File: config.mk
export PLATFORM = sky130hd
export DESIGN_NAME = vga_timing_gen_flat
export DESIGN_NICKNAME = d
export VERILOG_FILES = /design/src/rtl/vga_timing_pkg.sv /design/src/rtl/vga_timing_if.sv /design/src/rtl/vga_sync_axis.sv /design/src/rtl/vga_timing_gen.sv /design/src/flat_wrapper.sv
export SDC_FILE = /design/constraint.sdc
export NUM_CORES = 1
export LEC_CHECK = 0
export ABC_AREA = 1
export CORE_MARGIN = 2
export CORE_UTILIZATION = 30
export DETAILED_ROUTE_END_ITERATION = 7
export PLACE_DENSITY_LB_ADDON = 0.3
export SLEW_MARGIN = 20
export SYNTH_ARGS = -nofsm -noshare
export SYNTH_HDL_FRONTEND = slang
export SYNTH_HIERARCHICAL = 1
export SYNTH_SLANG_ARGS = --single-unit
File: constraint.sdc
create_clock -name vga_clk -period 2 [get_ports vga_clk]
set_input_delay 0.2 -clock vga_clk [delete_from_list [all_inputs] [get_ports vga_clk]]
set_output_delay 0.2 -clock vga_clk [all_outputs]
set_load 0.01 [all_outputs]
File: src/rtl/vga_timing_pkg.sv
// Shared raster timing defaults and coordinate type
// for the VGA timing generator and its axis counters.
package vga_timing_pkg;

  localparam int COORD_W = 10;

  typedef logic [COORD_W-1:0] coord_t;

  localparam int DEF_H_VISIBLE = 640;
  localparam int DEF_H_FP      = 16;
  localparam int DEF_H_SYNC    = 96;
  localparam int DEF_H_BP      = 48;

  localparam int DEF_V_VISIBLE = 480;
  localparam int DEF_V_FP      = 10;
  localparam int DEF_V_SYNC    = 2;
  localparam int DEF_V_BP      = 33;

  localparam int DEF_H_TOTAL =
    DEF_H_VISIBLE + DEF_H_FP +
    DEF_H_SYNC + DEF_H_BP;

  localparam int DEF_V_TOTAL =
    DEF_V_VISIBLE + DEF_V_FP +
    DEF_V_SYNC + DEF_V_BP;

  function automatic bit fits_coord(
    input int total
  );
    return (total > 0) &&
           (total <= (1 << COORD_W));
  endfunction

endpackage

File: src/rtl/vga_timing_if.sv
// Raster outputs bundle: coordinates, syncs,
// display enable and frame pacing signals.
interface vga_timing_if;
  import vga_timing_pkg::*;

  coord_t      DrawX;
  coord_t      DrawY;
  logic        hs;
  logic        vs;
  logic        blank;
  logic        sync;
  logic        frame_start;
  logic        vblank_start;
  logic [15:0] frame_count;

  modport master (
    output DrawX,
    output DrawY,
    output hs,
    output vs,
    output blank,
    output sync,
    output frame_start,
    output vblank_start,
    output frame_count
  );

  modport slave (
    input DrawX,
    input DrawY,
    input hs,
    input vs,
    input blank,
    input sync,
    input frame_start,
    input vblank_start,
    input frame_count
  );

endinterface

File: src/rtl/vga_sync_axis.sv
// One raster axis: wrapping counter with enable,
// terminal count and registered sync decode.
module vga_sync_axis
  import vga_timing_pkg::*;
#(
  parameter int VISIBLE = DEF_H_VISIBLE,
  parameter int FP      = DEF_H_FP,
  parameter int SYNC    = DEF_H_SYNC,
  parameter int BP      = DEF_H_BP
) (
  input  logic   clk,
  input  logic   rst,
  input  logic   en,
  output coord_t count,
  output coord_t count_nxt,
  output logic   tc,
  output logic   active_nxt,
  output logic   sync_n
);

  localparam int TOTAL = VISIBLE + FP + SYNC + BP;
  localparam int S_LO  = VISIBLE + FP;
  localparam int S_HI  = S_LO + SYNC;

  localparam coord_t LAST = coord_t'(TOTAL - 1);

  if (!fits_coord(TOTAL)) begin : g_bad_total
    $error("vga_sync_axis: total %0d too wide",
           TOTAL);
  end

  logic in_sync;

  assign tc = (count == LAST);

  always_comb begin
    count_nxt = count;
    if (en) begin
      count_nxt = tc ? '0 : count + coord_t'(1);
    end
  end

  // Decode from the next count so the registered
  // sync lines up with the registered count.
  assign active_nxt = int'(count_nxt) < VISIBLE;

  assign in_sync = (int'(count_nxt) >= S_LO) &&
                   (int'(count_nxt) <  S_HI);

  always_ff @(posedge clk or posedge rst) begin
    if (rst) begin
      count  <= '0;
      sync_n <= 1'b1;
    end else begin
      count  <= count_nxt;
      sync_n <= !in_sync;
    end
  end

endmodule

File: src/rtl/vga_timing_gen.sv
// Free-running VGA raster generator: coordinates,
// syncs, display enable and frame pacing outputs.
module vga_timing_gen
  import vga_timing_pkg::*;
#(
  parameter int H_VISIBLE = DEF_H_VISIBLE,
  parameter int H_FP      = DEF_H_FP,
  parameter int H_SYNC    = DEF_H_SYNC,
  parameter int H_BP      = DEF_H_BP,
  parameter int V_VISIBLE = DEF_V_VISIBLE,
  parameter int V_FP      = DEF_V_FP,
  parameter int V_SYNC    = DEF_V_SYNC,
  parameter int V_BP      = DEF_V_BP
) (
  input  logic         vga_clk,
  input  logic         reset,
  vga_timing_if.master vga
);

  coord_t hc;
  coord_t hc_nxt;
  coord_t vc;
  coord_t vc_nxt;

  logic h_tc;
  logic v_tc;
  logic h_act;
  logic v_act;
  logic hs_n;
  logic vs_n;

  logic        blank_q;
  logic        fs_q;
  logic        vbs_q;
  logic [15:0] fc_q;

  vga_sync_axis #(
    .VISIBLE (H_VISIBLE),
    .FP      (H_FP),
    .SYNC    (H_SYNC),
    .BP      (H_BP)
  ) u_h_axis (
    .clk        (vga_clk),
    .rst        (reset),
    .en         (1'b1),
    .count      (hc),
    .count_nxt  (hc_nxt),
    .tc         (h_tc),
    .active_nxt (h_act),
    .sync_n     (hs_n)
  );

  // Vertical steps on the same edge hc wraps.
  vga_sync_axis #(
    .VISIBLE (V_VISIBLE),
    .FP      (V_FP),
    .SYNC    (V_SYNC),
    .BP      (V_BP)
  ) u_v_axis (
    .clk        (vga_clk),
    .rst        (reset),
    .en         (h_tc),
    .count      (vc),
    .count_nxt  (vc_nxt),
    .tc         (v_tc),
    .active_nxt (v_act),
    .sync_n     (vs_n)
  );

  // Reset state is pixel (0,0) of a fresh frame.
  always_ff @(posedge vga_clk or posedge reset) begin
    if (reset) begin
      blank_q <= 1'b1;
      fs_q    <= 1'b1;
      vbs_q   <= 1'b0;
      fc_q    <= '0;
    end else begin
      blank_q <= h_act && v_act;
      fs_q    <= (hc_nxt == '0) && (vc_nxt == '0);
      vbs_q   <= (hc_nxt == '0) &&
                 (int'(vc_nxt) == V_VISIBLE);
      if (h_tc && v_tc) begin
        fc_q <= fc_q + 16'd1;
      end
    end
  end

  assign vga.DrawX        = hc;
  assign vga.DrawY        = vc;
  assign vga.hs           = hs_n;
  assign vga.vs           = vs_n;
  assign vga.blank        = blank_q;
  assign vga.sync         = 1'b0;
  assign vga.frame_start  = fs_q;
  assign vga.vblank_start = vbs_q;
  assign vga.frame_count  = fc_q;

endmodule
File: src/flat_wrapper.sv
// flat-port wrapper written by rule: the top's interface ports become plain ports
module vga_timing_gen_flat import vga_timing_pkg::*;
#(
  parameter int H_VISIBLE = DEF_H_VISIBLE,
  parameter int H_FP      = DEF_H_FP,
  parameter int H_SYNC    = DEF_H_SYNC,
  parameter int H_BP      = DEF_H_BP,
  parameter int V_VISIBLE = DEF_V_VISIBLE,
  parameter int V_FP      = DEF_V_FP,
  parameter int V_SYNC    = DEF_V_SYNC,
  parameter int V_BP      = DEF_V_BP
)
  (vga_clk, reset, vga_DrawX, vga_DrawY, vga_hs, vga_vs, vga_blank, vga_sync, vga_frame_start, vga_vblank_start, vga_frame_count);
  vga_timing_if vga_i ();
  input  logic vga_clk;
  input  logic reset;
  output wire logic [$bits(vga_i.DrawX)-1:0] vga_DrawX;
  output wire logic [$bits(vga_i.DrawY)-1:0] vga_DrawY;
  output wire logic [$bits(vga_i.hs)-1:0] vga_hs;
  output wire logic [$bits(vga_i.vs)-1:0] vga_vs;
  output wire logic [$bits(vga_i.blank)-1:0] vga_blank;
  output wire logic [$bits(vga_i.sync)-1:0] vga_sync;
  output wire logic [$bits(vga_i.frame_start)-1:0] vga_frame_start;
  output wire logic [$bits(vga_i.vblank_start)-1:0] vga_vblank_start;
  output wire logic [$bits(vga_i.frame_count)-1:0] vga_frame_count;
  assign vga_DrawX = vga_i.DrawX;
  assign vga_DrawY = vga_i.DrawY;
  assign vga_hs = vga_i.hs;
  assign vga_vs = vga_i.vs;
  assign vga_blank = vga_i.blank;
  assign vga_sync = vga_i.sync;
  assign vga_frame_start = vga_i.frame_start;
  assign vga_vblank_start = vga_i.vblank_start;
  assign vga_frame_count = vga_i.frame_count;
  vga_timing_gen #(.H_VISIBLE(H_VISIBLE), .H_FP(H_FP), .H_SYNC(H_SYNC), .H_BP(H_BP), .V_VISIBLE(V_VISIBLE), .V_FP(V_FP), .V_SYNC(V_SYNC), .V_BP(V_BP)) u_core (.vga_clk(vga_clk), .reset(reset), .vga(vga_i));
endmodule
-- Yosys cells after proc, flatten, opt, wreduce, memory -nomap -nowiden
Cells that the tools add are included.
- flip-flop bits (word level): 41
- bits in latches: 0
- memory bits (writable): 0
- ROM bits: 0
- input port bits: 2
- output and inout bits: 42
- logic and storage cells: 33
- memories: 0
- add/sub/neg operators: 3
- multipliers: 0
- divide/modulo/power cells: 0
- order comparisons: 6
- equality and inequality tests: 3
- shift-type cells: 0
- muxes and demuxes: 3
- bitwise logic cells: 0
- reductions and logical operators: 10
- operator list (operator ; number):
    equality test 10 bit, second input constant ; 3
    two-way mux 10 bit ; 3
    adder 10 x 1 -> 10 bit, second input constant ; 2
    zero test 10 bit ; 2
    less-than comparator 10 bit, second input constant ; 2
    less-than comparator 10 x 9 -> 1 bit, second input constant ; 2
    adder 16 x 1 -> 16 bit, second input constant ; 1
    greater-or-equal comparator 10 bit, second input constant ; 1
    greater-or-equal comparator 10 x 9 -> 1 bit, second input constant ; 1
    logical AND 1 bit ; 6
    zero test 1 bit ; 2

-- Depth between registers and ports, before layout
Gate-level depths: netlist of the first run.
- depth after elaboration: 6
- gate-level depth with buffers: 17
- gate-level depth less buffers: 16

-- Cells and area by module
The synthesis of the first run kept the hierarchy.
- modules (own cells, without submodules) (module ; instances ; cells an instance ; area each (µm²)):
    vga_timing_gen ; 1 ; 137 ; 1083.5
    vga_sync_axis (u_core.u_v_axis) ; 1 ; 112 ; 753.2
    vga_sync_axis (u_core.u_h_axis) ; 1 ; 91 ; 691.9

-- Worst setup path after synthesis of the first run
No wires, ideal clock.
- path kind: reg-to-reg
- start point: register u_core.u_h_axis.count[0]
- end point: register u_core.fs_q (netlist: u_core/vga.frame_start)
- arrival: 1986 ps
- setup slack: -53 ps
- stages on the path, launching flop included: 17
- cells stage by stage: dfrtp_1 -> ha_1 -> nand2_2 -> nor2_2 -> nand3_1 -> inv_1 -> buf_4 -> nand2_1 -> nor3_1 -> nor2_1 -> nand2_1 -> inv_2 -> nor2_1 -> nand2_1 -> nor2_1 -> nand4_1 -> nor2_1
- cells in the longest elaborated chain, start to end: 4
- elaborated cells between the ends (all ways): 7
- classes of those cells: 1 x add/sub; 1 x eq/ne; 2 x mux; 3 x reduce/logical
- ends and longest elaborated chain (element ; RTL line ; text):
    start, declared ; vga_sync_axis.sv:14 ; output coord_t count,
    start signal, assigned ; vga_sync_axis.sv:55 ; count <= count_nxt;
    equality test 10 bit ; vga_sync_axis.sv:34 ; assign tc = (count == LAST);
    net u_core.h_tc ; vga_timing_gen.sv:25 ; logic h_tc;
    two-way mux 10 bit ; vga_sync_axis.sv:38 ; if (en) begin
    net u_core.vc_nxt[3] ; vga_timing_gen.sv:23 ; coord_t vc_nxt;
    zero test 10 bit ; vga_timing_gen.sv:79 ; fs_q <= (hc_nxt == '0) && (vc_nxt == '0);
    logical AND 1 bit ; vga_timing_gen.sv:79 ;
    end signal, assigned ; vga_timing_gen.sv:79 ;
    end, declared ; vga_timing_gen.sv:33 ; logic fs_q;
The timed path passes the listed nets, and every way through them passes these cells.
A chain may end at the register's enable or synchronous reset.

-- Worst setup path after layout of the first run
Same ends and word-level chain as after synthesis.

==> metrics.md, run 1 <==
| Metric | Value |
|---|---|
| Via count | between 2000 and 2500 |
| FF-to-FF Start | u_core/u_h_axis/count[0]$_DFF_PP0_ |
| Most frequent cells in the layout | 94 x nand2_1, 50 x inv_1, 42 x clkdlybuf4s50_1 |
| CTS Root Cell | clkbuf_8 |
| LEAKAGE | 1.66 nW |
| DP Area | 3180 um^2 |
| CTS sink cnt | just over 40 |
| First-pass GRT wire length | 9870 um |
| Sequential power share | 40.3% |
| Final Non-Filler Cells | approximately 510 |
| Final worst-path cycle share | a little over nine tenths |
| Maximum fanout along the worst path | 8 |
| Switch Pwr | just under 0.8 mW |
| IO Count | 44 |
| Mean Syn Cell Area | ~7.4 um^2 |
| Post-CTS Hold Buffers | 0 |
| Final nets | just over 400 |
| Hold Vio Cnt, Final | 0 |
| Most used cell, CP | nor2_1 |
| Post-synthesis sequential area ratio | between 40% and 50% |
| Cell area after layout | around 3400 um^2 |
| Ant. Diodes | 0 |
| Max-cap violations | 0 |
| Total GRT Usage | 13.7% |
| Cells after Synth | 340 |
| Die ar. | between 9000 and 10000 um^2 |
| Chip Width | approximately 96 um |
| Yosys warns | 6 |
| Final Skew | roughly 0.009 ns |
| CP bufs+invs | 2 |
| Max frequency | 513 MHz |
| DP HPWL | ~4600 um |
| Slowest CP cell | dfrtp_1 |
| Routed WL per cell | between 10 and 15 um |
| Critical Path End Type | register |
| Clock power frac | approximately 28% |
| Worst Path Arrival | 2.18 ns |
| Final setup viols | 0 |
| Slew Limit Fails | 0 |
| Die Height | around 96 um |
| Status | completed |
| Gr ovfl total | 0 |
| CP Depth | 15 |
| DRT Wirelength | approximately 6000 um |
| Antenna-violating nets left | 0 |
| Total power | between 2 and 2.5 mW |
| GP Congestion | a little over 0.8 |
| Util after Layout | 42.0% |
| CP required | about 2.2 ns |
| Worst-skew pair later-pin latency | slightly below 0.3 ns |
| Fin Hold WS | 0.282 ns |
| Setup_tns | 0 ns |
| Flops & latches, synth | 41 |
| Core area | 8180 um^2 |
| CP Class | register to register |
| CTS Buffer Depth | 2 |
| PnR worst setup slack | ~0.05 ns |
| Worst setup SP type | register |
| FF-to-FF setup slack | approximately 0.05 ns |
| Power share of the combinational group | around a third |
| FILL cells | a little over 800 |
| Pwr Density | about 700 nW/um^2 |
| Worst min path class | input port to asynchronous set/reset pin |
| Initial Util | slightly above 30% |
| CTS H-tree depth | 2 |
| Sw Ratio | between 30% and 40% |
| Post-route DRC | 0 |
| Row count | 33 |
| Period minus WS final | 1.95 ns |
| Yosys cell types | 29 |
| CTS tree | built |
| Antenna violations before repair | 0 |
| P_int | about 1.6 mW |
| Unrepaired setup endpoints after global routing | yes |
| Syn_nets | between 300 and 400 |
| Pre-CTS setup slack | -0.0277 ns |
| TritonRoute pass-1 iters | 4 |
| Port buffer count | 42 |
| Largest net degree at the start of global routing | 20 |
| Vias in the first global route | about 2100 |
| CP peak stage delay | about 0.36 ns |
| Synth-to-layout area growth | 35.8% |
| Ratio of cells with drive above 1 in the final layout | between 20% and 30% |
| Commonest non-fill, non-tap cell in the layout | nand2_1 |
| Placed cells | 500 |
| Initial drt markers | roughly 110 |
| Crit path max-delay family | simple AND/OR/NAND/NOR gates |
| Vias per std cell | between 4 and 5 |
| Total CTS buffers | 5 |
| VDD IR-drop max | ~490 uV |
| CTS clk-pin slew, worst paths | around 0.090 ns |
| Cell Area, Synth | 2530 um^2 |
| CP startpoint | u_core/u_h_axis/count[0]$_DFF_PP0_ |
| Critical path cell sequence | ha_2, nand2_4, nor2_4, nand3_4, inv_8, nand2_4, nor3_2, nor2_1, nand2_1, inv_2, nor2_2, nand2_1, nor2_1, nand4_1, nor2_1 |
| Reg2Reg Depth | 15 |
synthesized netlist by cell type:
master    count  area, um^2
nor3_2        2        20.0
dfrtp_1      37         926
inv_2         4        15.0
a21oi_1       4        20.0
or2_2         1        6.26
nor2_4        6        67.6
conb_1        2        7.51
nor3_1        3        15.0
o21ai_0       1        5.00
xor2_1        4        35.0
buf_4         3        22.5
nor2_2       11        68.8
nand3_2       5        50.1
nand2_1      98         368
nor2_8        1        20.0
nand4_2       2        25.0
nand3_1      20         100
inv_1        51         191
xnor2_1       6        52.6
nor2_1       37         139
dfstp_2       4         105
clkinv_2      2        10.0
nand4_1       8        50.1
and2_1        1        6.26
nand3b_1      3        22.5
ha_1          4        50.1
nand2_4       3        33.8
nand2_2       9        56.3
o21ai_1       8        40.0
logic make-up (layout without fill, tap and decap cells):
| group | after synthesis | count (layout) | synth area share [%] |
|---|---|---|---|
| simple gates | 210 | 210 | 41.5 |
| buf+inv | 60 | 129 | 9.45 |
| flops | 41 | 41 | 40.8 |
| compound gates | 13 | 13 | 2.57 |
| xor+xnor | 10 | 10 | 3.46 |
| fa+ha+maj | 4 | 4 | 1.98 |
| other cells | 2 | 2 | 0.297 |
final timing paths:
path,end
min,u_core/u_v_axis/count[9]$_DFF_PP0_
min reg2reg,u_core/vga.frame_count[15]$_DFFE_PP0P_
max,u_core/vga.frame_start$_DFF_PP1_
max in group asynchronous,u_core/u_h_axis/sync_n$_DFF_PP1_
max reg2reg,u_core/vga.frame_start$_DFF_PP1_
min in group vga_clk,u_core/vga.frame_count[15]$_DFFE_PP0P_
power by group through the flow:
| stage | combinational (mW) | clock [mW] | sequential, mW |
|---|---|---|---|
| after floorplan | 0.335 | 0 | 1.05 |
| after global placement | 0.732 | 0 | 0.981 |
| after detailed placement | 0.733 | 0 | 0.986 |
| after CTS | 0.736 | 0.703 | 0.968 |
| after global routing | 0.843 | 0.729 | 0.983 |
| final | 0.769 | 0.673 | 0.973 |
per-layer routing:
metal	GRT usage, %	routed length [um]	vias up
met4	4.29	70	0
met1	18.7	2840	1041
met2	22.0	2820	36
li1	-	-	1174
met5	0	0	-
met3	2.43	157	4
state kept, by name, summed over array words and instances (netlist names):
register                 cells
u_core/vga.frame_start       1
u_core/vga.vblank_start      1
u_core/u_v_axis/sync_n       1
u_core/vga.frame_count      16
u_core/u_h_axis/count       10
u_core/u_h_axis/sync_n       1
u_core/u_v_axis/count       10
u_core/vga.blank             1
timing repair:
action / in CTS / in global routing
endpoints found under the setup margin: 2 / 14
gates resized for setup: 1 / 23
buffers inserted: 1 / 5
pin swaps: 0 / 8
layout make-up:
class	instances	area (um^2)	share of cell area, %
multi-input combinational	239	1340	39.1
sequential	41	1030	30.0
timing repair buffer	64	589	17.2
inverter	57	225	6.56
tap	105	131	3.83
clock buffer	5	68.8	2.00
clock inverter	3	46.3	1.35
Note: power is estimated with default switching activity, not from simulation.
==> run 2: changes to the inputs <==
--- a/config.mk
+++ b/config.mk
@@ -10,6 +10,7 @@
 export CORE_UTILIZATION = 30
 export DETAILED_ROUTE_END_ITERATION = 7
 export PLACE_DENSITY_LB_ADDON = 0.3
+export REMOVE_ABC_BUFFERS = 1
 export SLEW_MARGIN = 20
 export SYNTH_ARGS = -nofsm -noshare
 export SYNTH_HDL_FRONTEND = slang
==> constraint.sdc (replaced) <==
create_clock -name vga_clk -period 2 [get_ports vga_clk]
set_input_delay 0.2 -clock vga_clk [delete_from_list [all_inputs] [get_ports vga_clk]]
set_output_delay 0.2 -clock vga_clk [all_outputs]
set_load 0.02 [all_outputs]
==> metrics.md, run 2 (synthesis results as in run 1) <==
| Metric | Value |
|---|---|
| Final nets | 420 (was 414) |
| Largest net degree at the start of global routing | 20 (unchanged) |
| DP HPWL | 4730 um (was 4630 um) |
| Via count | 2303 (was 2255) |
| Status | completed (unchanged) |
| Die Height | 95.8 um (unchanged) |
| Final Skew | 0.0120 ns (was 0.00904 ns) |
| Antenna violations before repair | 0 (unchanged) |
| Slowest CP cell | dfrtp_1 (unchanged) |
| Chip Width | 95.8 um (unchanged) |
| CTS clk-pin slew, worst paths | 0.09 ns (about the same) |
| Max reg flops | 16 (unchanged) |
| CP peak stage delay | 0.37 ns (was 0.36 ns) |
| Maximum fanout along the worst path | 5 (was 8) |
| Row count | 33 (unchanged) |
| LEAKAGE | 1.68 nW (was 1.66 nW) |
| Vias in the first global route | 2161 (was 2122) |
| Commonest non-fill, non-tap cell in the layout | nand2_1 (unchanged) |
| Most used cell, CP | nor2_1 (unchanged) |
| Synth-to-layout area growth | 36.3% (was 35.8%) |
| CTS H-tree depth | 2 (unchanged) |
| CP Class | register to register (unchanged) |
| Initial drt markers | 86 (was 106) |
| Period minus WS final | 1.92 ns (was 1.95 ns) |
| TritonRoute pass-1 iters | 4 (unchanged) |
| Worst-skew pair later-pin latency | 0.30 ns (was 0.29 ns) |
| Total power | 2.41 mW (about the same) |
| Hold Vio Cnt, Final | 0 (unchanged) |
| Initial Util | 30.9% (unchanged) |
| Final setup viols | 0 (unchanged) |
| Routed WL per cell | 11.6 um (was 11.4 um) |
| Util after Layout | 42.1% (was 42.0%) |
| Worst min path class | input port to asynchronous set/reset pin (unchanged) |
| Pre-CTS setup slack | -0.0335 ns (was -0.0277 ns) |
| Final worst-path cycle share | 96.1% (was 97.5%) |
| Die ar. | 9180 um^2 (unchanged) |
| Core area | 8180 um^2 (unchanged) |
| Critical path cell sequence | ha_2, nand2_2, nor2_4, nand3_4, inv_6, nand2_2, xnor2_2, nand2_1, inv_1, nor2_1, nand2_1, nor2_1, nand4_1, nor2_1 (was ha_2, nand2_4, nor2_4, nand3_4, inv_8, nand2_4, nor3_2, nor2_1, nand2_1, inv_2, nor2_2, nand2_1, nor2_1, nand4_1, nor2_1) |
| Pwr Density | 698 nW/um^2 (was 703 nW/um^2) |
| First-pass GRT wire length | 9840 um (was 9870 um) |
| Unrepaired setup endpoints after global routing | yes (unchanged) |
| VDD IR-drop max | 371 uV (was 492 uV) |
| Post-CTS Hold Buffers | 0 (unchanged) |
| IO Count | 44 (unchanged) |
| Vias per std cell | 4.43 (was 4.39) |
| Post-route DRC | 0 (unchanged) |
| CP required | 2.22 ns (was 2.23 ns) |
| Max frequency | 520 MHz (was 513 MHz) |
| Worst setup SP type | register (unchanged) |
| CTS tree | built (unchanged) |
| Ant. Diodes | 0 (unchanged) |
| DRT Wirelength | 6050 um (was 5880 um) |
| CTS Root Cell | clkbuf_8 (unchanged) |
| Worst Path Arrival | 2.15 ns (was 2.18 ns) |
| Total GRT Usage | 13.6% (was 13.7%) |
| Ratio of cells with drive above 1 in the final layout | 24.6% (was 23.2%) |
| Most frequent cells in the layout | 95 x nand2_1, 48 x inv_1, 42 x clkdlybuf4s50_1 (was 94 x nand2_1, 50 x inv_1, 42 x clkdlybuf4s50_1) |
| Antenna-violating nets left | 0 (unchanged) |
| PnR worst setup slack | 0.0785 ns (was 0.0505 ns) |
| Max-cap violations | 0 (unchanged) |
| Port buffer count | 42 (unchanged) |
| Gr ovfl total | 0 (unchanged) |
| CTS Buffer Depth | 2 (unchanged) |
| Final Non-Filler Cells | 520 (was 514) |
| Critical Path End Type | register (unchanged) |
| Slew Limit Fails | 0 (unchanged) |
| Total CTS buffers | 5 (unchanged) |
| CTS sink cnt | 41 (unchanged) |
| GP Congestion | 0.859 (was 0.805) |
| Placed cells | 508 (was 500) |
run 2: cell types whose count changed in the layout (fill, tap and decap cells not counted), moves of 3 or more:
cell / before / now
buf_4: 21 / 27
clkinv_2: 1 / 4
nand3_1: 19 / 16
nor2_2: 14 / 11
run 2: report_power, final:
group | switching [mW] | internal, mW | leakage [nW]
registers | 0.0444 | 0.911 | 0.527
logic | 0.511 | 0.401 | 1.11
clock network | 0.296 | 0.241 | 0.0439
run 2: timing repair:
action                                 4_1_cts  5_1_grt
pin swaps                                    0       13
buffers inserted                             0        3
gates cloned                                 0        1
setup endpoints to repair                    3       11
gates resized for setup                      1       23
endpoints found under the hold margin        0        0
run 2: layout make-up:
| class | instances | area (um^2) |
|---|---|---|
| Multi-Input combinational cell | 239 | 1350 |
| Clock inverter | 3 | 17.5 |
| Tap cell | 105 | 131 |
| Clock buffer | 5 | 68.8 |
| Timing Repair inverter | 1 | 7.51 |
| Sequential cell | 41 | 1030 |
| Timing Repair Buffer | 69 | 623 |
| Fill cell | 837 | 4730 |
| Inverter | 57 | 221 |
run 2: stage by stage:
step                hold slack, ns  cell area [um^2]  setup TNS (ns)
global placement             0.480              3240               0
finish                       0.303              3450               0
CTS                          0.329              3320               0
detailed placement           0.492              3240         -0.0614
floorplan                   0.0517              2510          -0.477
global route                 0.346              3450          -0.353
run 2: final timing paths:
path                                                         from                                     end  slack (ns)  depth (start not counted)
min in group vga_clk       u_core/vga.frame_count[15]$_DFFE_PP0P_  u_core/vga.frame_count[15]$_DFFE_PP0P_        0.51                          2
max                            u_core/u_h_axis/count[1]$_DFF_PP0_        u_core/vga.frame_start$_DFF_PP1_        0.08                         14
min reg2reg                u_core/vga.frame_count[15]$_DFFE_PP0P_  u_core/vga.frame_count[15]$_DFFE_PP0P_        0.51                          2
max reg2reg                    u_core/u_h_axis/count[1]$_DFF_PP0_        u_core/vga.frame_start$_DFF_PP1_        0.08                         14
max in group asynchronous                                   reset        u_core/u_h_axis/sync_n$_DFF_PP1_        1.35                          2
min                                                         reset      u_core/u_v_axis/count[7]$_DFF_PP0_        0.30                          2
run 2: critical path: cells and delay by family, from the launching register on:
family                   cells  cell delay (ns)
XOR/XNOR                     1             0.15
buffers and inverters        2             0.17
AND/OR/NAND/NOR             10             0.97
flip-flops                   1             0.37
adder cells (fa/ha/maj)      1             0.20
run 2: per-layer routing:
| layer | vias to the layer above | share of wire [%] | global-route usage [%] |
|---|---|---|---|
| met1 | 1086 | 49 | 18.3 |
| met5 | - | 0 | 0 |
| met2 | 29 | 47 | 21.9 |
| met4 | 0 | 1.7 | 4.40 |
| li1 | 1182 | - | - |
| met3 | 6 | 2.8 | 2.82 |
==> run 3: changes to the inputs <==
--- a/config.mk
+++ b/config.mk
@@ -6,7 +6,7 @@
 export NUM_CORES = 1
 export LEC_CHECK = 0
 export ABC_AREA = 1
-export CORE_MARGIN = 2
+export CORE_MARGIN = 5
 export CORE_UTILIZATION = 30
 export DETAILED_ROUTE_END_ITERATION = 7
 export PLACE_DENSITY_LB_ADDON = 0.3
==> metrics.md, run 3 (synthesis results as in run 1) <==
| Metric | Value |
|---|---|
| Vias in the first global route | 2258 (was 2161) |
| Chip Width | 102 um (was 95.8 um) |
| CP required | 2.22 ns (about the same) |
| Antenna-violating nets left | 0 (unchanged) |
| Switch Pwr | 0.855 mW (was 0.851 mW) |
| Initial Util | 30.8% (was 30.9%) |
| FF-to-FF setup slack | 0.08 ns (about the same) |
| TritonRoute pass-1 iters | 6 (was 4) |
| Final Skew | 0.00790 ns (was 0.0120 ns) |
| Worst-skew pair later-pin latency | 0.29 ns (was 0.30 ns) |
| CTS tree | built (unchanged) |
| P_int | 1.68 mW (was 1.55 mW) |
| Final worst-path cycle share | 95.8% (was 96.1%) |
| Gr busiest metal | met2 (unchanged) |
| Row count | 33 (unchanged) |
| Die Height | 102 um (was 95.8 um) |
| PnR worst setup slack | 0.0833 ns (was 0.0785 ns) |
| Period minus WS final | 1.92 ns (about the same) |
| Sequential power share | 38.2% (was 39.7%) |
| Initial drt markers | 81 (was 86) |
| Total CTS buffers | 5 (unchanged) |
| Synth-to-layout area growth | 34.3% (was 36.3%) |
| Met2 Use GR | 19.8% (was 21.9%) |
| Max-cap violations | 0 (unchanged) |
| Final nets | 415 (was 420) |
| Antenna violations before repair | 0 (unchanged) |
| Worst min path class | input port to asynchronous set/reset pin (unchanged) |
| CP Depth | 13 (was 14) |
| Pwr Density | 745 nW/um^2 (was 698 nW/um^2) |
| Setup_tns | 0 ns (unchanged) |
| Maximum fanout along the worst path | 7 (was 5) |
| Unrepaired setup endpoints after global routing | yes (unchanged) |
| RR Endpoint | u_core/vga.vblank_start$_DFF_PP0_ (was u_core/vga.frame_start$_DFF_PP1_) |
| Slew Limit Fails | 0 (unchanged) |
| Vias per std cell | 4.42 (was 4.43) |
| Pre-CTS setup slack | -0.0810 ns (was -0.0335 ns) |
| Routed WL per cell | 11.7 um (was 11.6 um) |
| Sw Ratio | 33.8% (was 35.4%) |
| Critical path cell sequence | ha_4, nand2_4, nor2_4, nand3_2, inv_4, nand3_2, nor2_4, nand3_1, nand3_2, inv_2, nor2_1, nand4_1, nor2_2 (was ha_2, nand2_2, nor2_4, nand3_4, inv_6, nand2_2, xnor2_2, nand2_1, inv_1, nor2_1, nand2_1, nor2_1, nand4_1, nor2_1) |
| Post-CTS Hold Buffers | 0 (unchanged) |
| GP Congestion | 0.835 (was 0.859) |
| LEAKAGE | 1.67 nW (was 1.68 nW) |
| Die ar. | 10400 um^2 (was 9180 um^2) |
| Power share of the combinational group | 35.0% (was 37.9%) |
| Worst setup SP type | register (unchanged) |
| Hold Vio Cnt, Final | 0 (unchanged) |
| Total GRT Usage | 12.2% (was 13.6%) |
| Reg2Reg Depth | 13 (was 14) |
| Most used cell, CP | nand3_2 (was nor2_1) |
| Max frequency | 522 MHz (was 520 MHz) |
| CTS clk-pin slew, worst paths | 0.08 ns (was 0.09 ns) |
| Final setup viols | 0 (unchanged) |
| VDD IR-drop max | 623 uV (was 371 uV) |
| First-pass GRT wire length | 10200 um (was 9840 um) |
| FILL cells | 833 (was 837) |
| CP startpoint | u_core/u_h_axis/count[0]$_DFF_PP0_ (was u_core/u_h_axis/count[1]$_DFF_PP0_) |
| CTS Root Cell | clkbuf_8 (unchanged) |
| IO Count | 44 (unchanged) |
| Status | completed (unchanged) |
| Clock power frac | 26.8% (was 22.3%) |
| Ratio of cells with drive above 1 in the final layout | 21.5% (was 24.6%) |
| CTS H-tree depth | 2 (unchanged) |
| Critical Path End Type | register (unchanged) |
| Max reg flops | 16 (unchanged) |
| CP Class | register to register (unchanged) |
| Ant. Diodes | 0 (unchanged) |
| Commonest non-fill, non-tap cell in the layout | nand2_1 (unchanged) |
| DRT Wirelength | 6040 um (was 6050 um) |
| FF-to-FF Start | u_core/u_h_axis/count[0]$_DFF_PP0_ (was u_core/u_h_axis/count[1]$_DFF_PP0_) |
| Met3 Resource Use GR | 3.41% (was 2.82%) |
| Via count | 2276 (was 2303) |
| CP Capture Point | u_core/vga.vblank_start$_DFF_PP0_ (was u_core/vga.frame_start$_DFF_PP1_) |
| Core area | 8220 um^2 (was 8180 um^2) |
| Slowest CP cell | dfrtp_1 (unchanged) |
| CTS sink cnt | 41 (unchanged) |
| Largest net degree at the start of global routing | 18 (was 20) |
| Crit path max-delay family | simple AND/OR/NAND/NOR gates (unchanged) |
| Post-route DRC | 0 (unchanged) |
| CP peak stage delay | 0.40 ns (was 0.37 ns) |
| DP HPWL | 4830 um (was 4730 um) |
| Grt met1 use | 15.7% (was 18.3%) |
| CTS Buffer Depth | 2 (unchanged) |
| Gr ovfl total | 0 (unchanged) |
| Port buffer count | 42 (unchanged) |
| Worst Path Arrival | 2.14 ns (was 2.15 ns) |
| Most frequent cells in the layout | 97 x nand2_1, 50 x inv_1, 42 x clkdlybuf4s50_1 (was 95 x nand2_1, 48 x inv_1, 42 x clkdlybuf4s50_1) |
| CP bufs+invs | 2 (unchanged) |
run 3: layer usage:
metal  vias up  wire length, um
met5         -                0
met4         0               77
met3         6              329
met2        36             2860
met1      1063             2770
li1       1171                -
run 3: worst min path at each step:
stage               start                                 end  slack, ns  cells after the start
floorplan           reset  u_core/u_h_axis/count[0]$_DFF_PP0_       0.05                      1
finish              reset   u_core/vga.vblank_start$_DFF_PP0_       0.17                      2
global placement    reset   u_core/vga.vblank_start$_DFF_PP0_       0.46                      2
CTS                 reset   u_core/vga.vblank_start$_DFF_PP0_       0.15                      2
detailed placement  reset   u_core/vga.vblank_start$_DFF_PP0_       0.47                      2
global route        reset   u_core/vga.vblank_start$_DFF_PP0_       0.19                      2
run 3: final cells by class:
type | count | area, um^2 | share of cell area [%]
clock buffers | 5 | 68.8 | 2.03
well taps | 105 | 131 | 3.87
inverters | 57 | 219 | 6.45
multi-input cells | 239 | 1310 | 38.5
flip-flops and latches | 41 | 1030 | 30.3
repair buffers | 65 | 593 | 17.5
clock inverters | 3 | 46.3 | 1.36
run 3: per-stage QoR:
step           hold WS [ns]  power (mW)  instances  utilization, %  instance area (um^2)
2_1_floorplan        0.0517        1.44        337               -                  2510
3_3_place_gp          0.460        1.81        505            39.1                  3220
3_5_place_dp          0.472        1.81        505            39.1                  3220
4_1_cts               0.145        2.53        514            40.8                  3350
5_1_grt               0.187        2.70        515            41.3                  3400
6_report              0.167        2.53        515            41.3                  3400
run 3: what timing repair did:
item                                    in CTS  in global routing
buffers inserted                             1                  1
gates resized for setup                      4                  8
pin swaps                                    3                  4
endpoints found under the setup margin       2                 10
gates cloned                                 0                  0
run 3: power groups by stage:
stage / combinational, mW / sequential [mW] / clock [mW]
3_5_place_dp: 0.844 / 0.970 / 0
5_1_grt: 0.977 / 0.981 / 0.738
4_1_cts: 0.869 / 0.957 / 0.709
2_1_floorplan: 0.330 / 1.11 / 0
3_3_place_gp: 0.839 / 0.969 / 0
6_report: 0.887 / 0.968 / 0.678
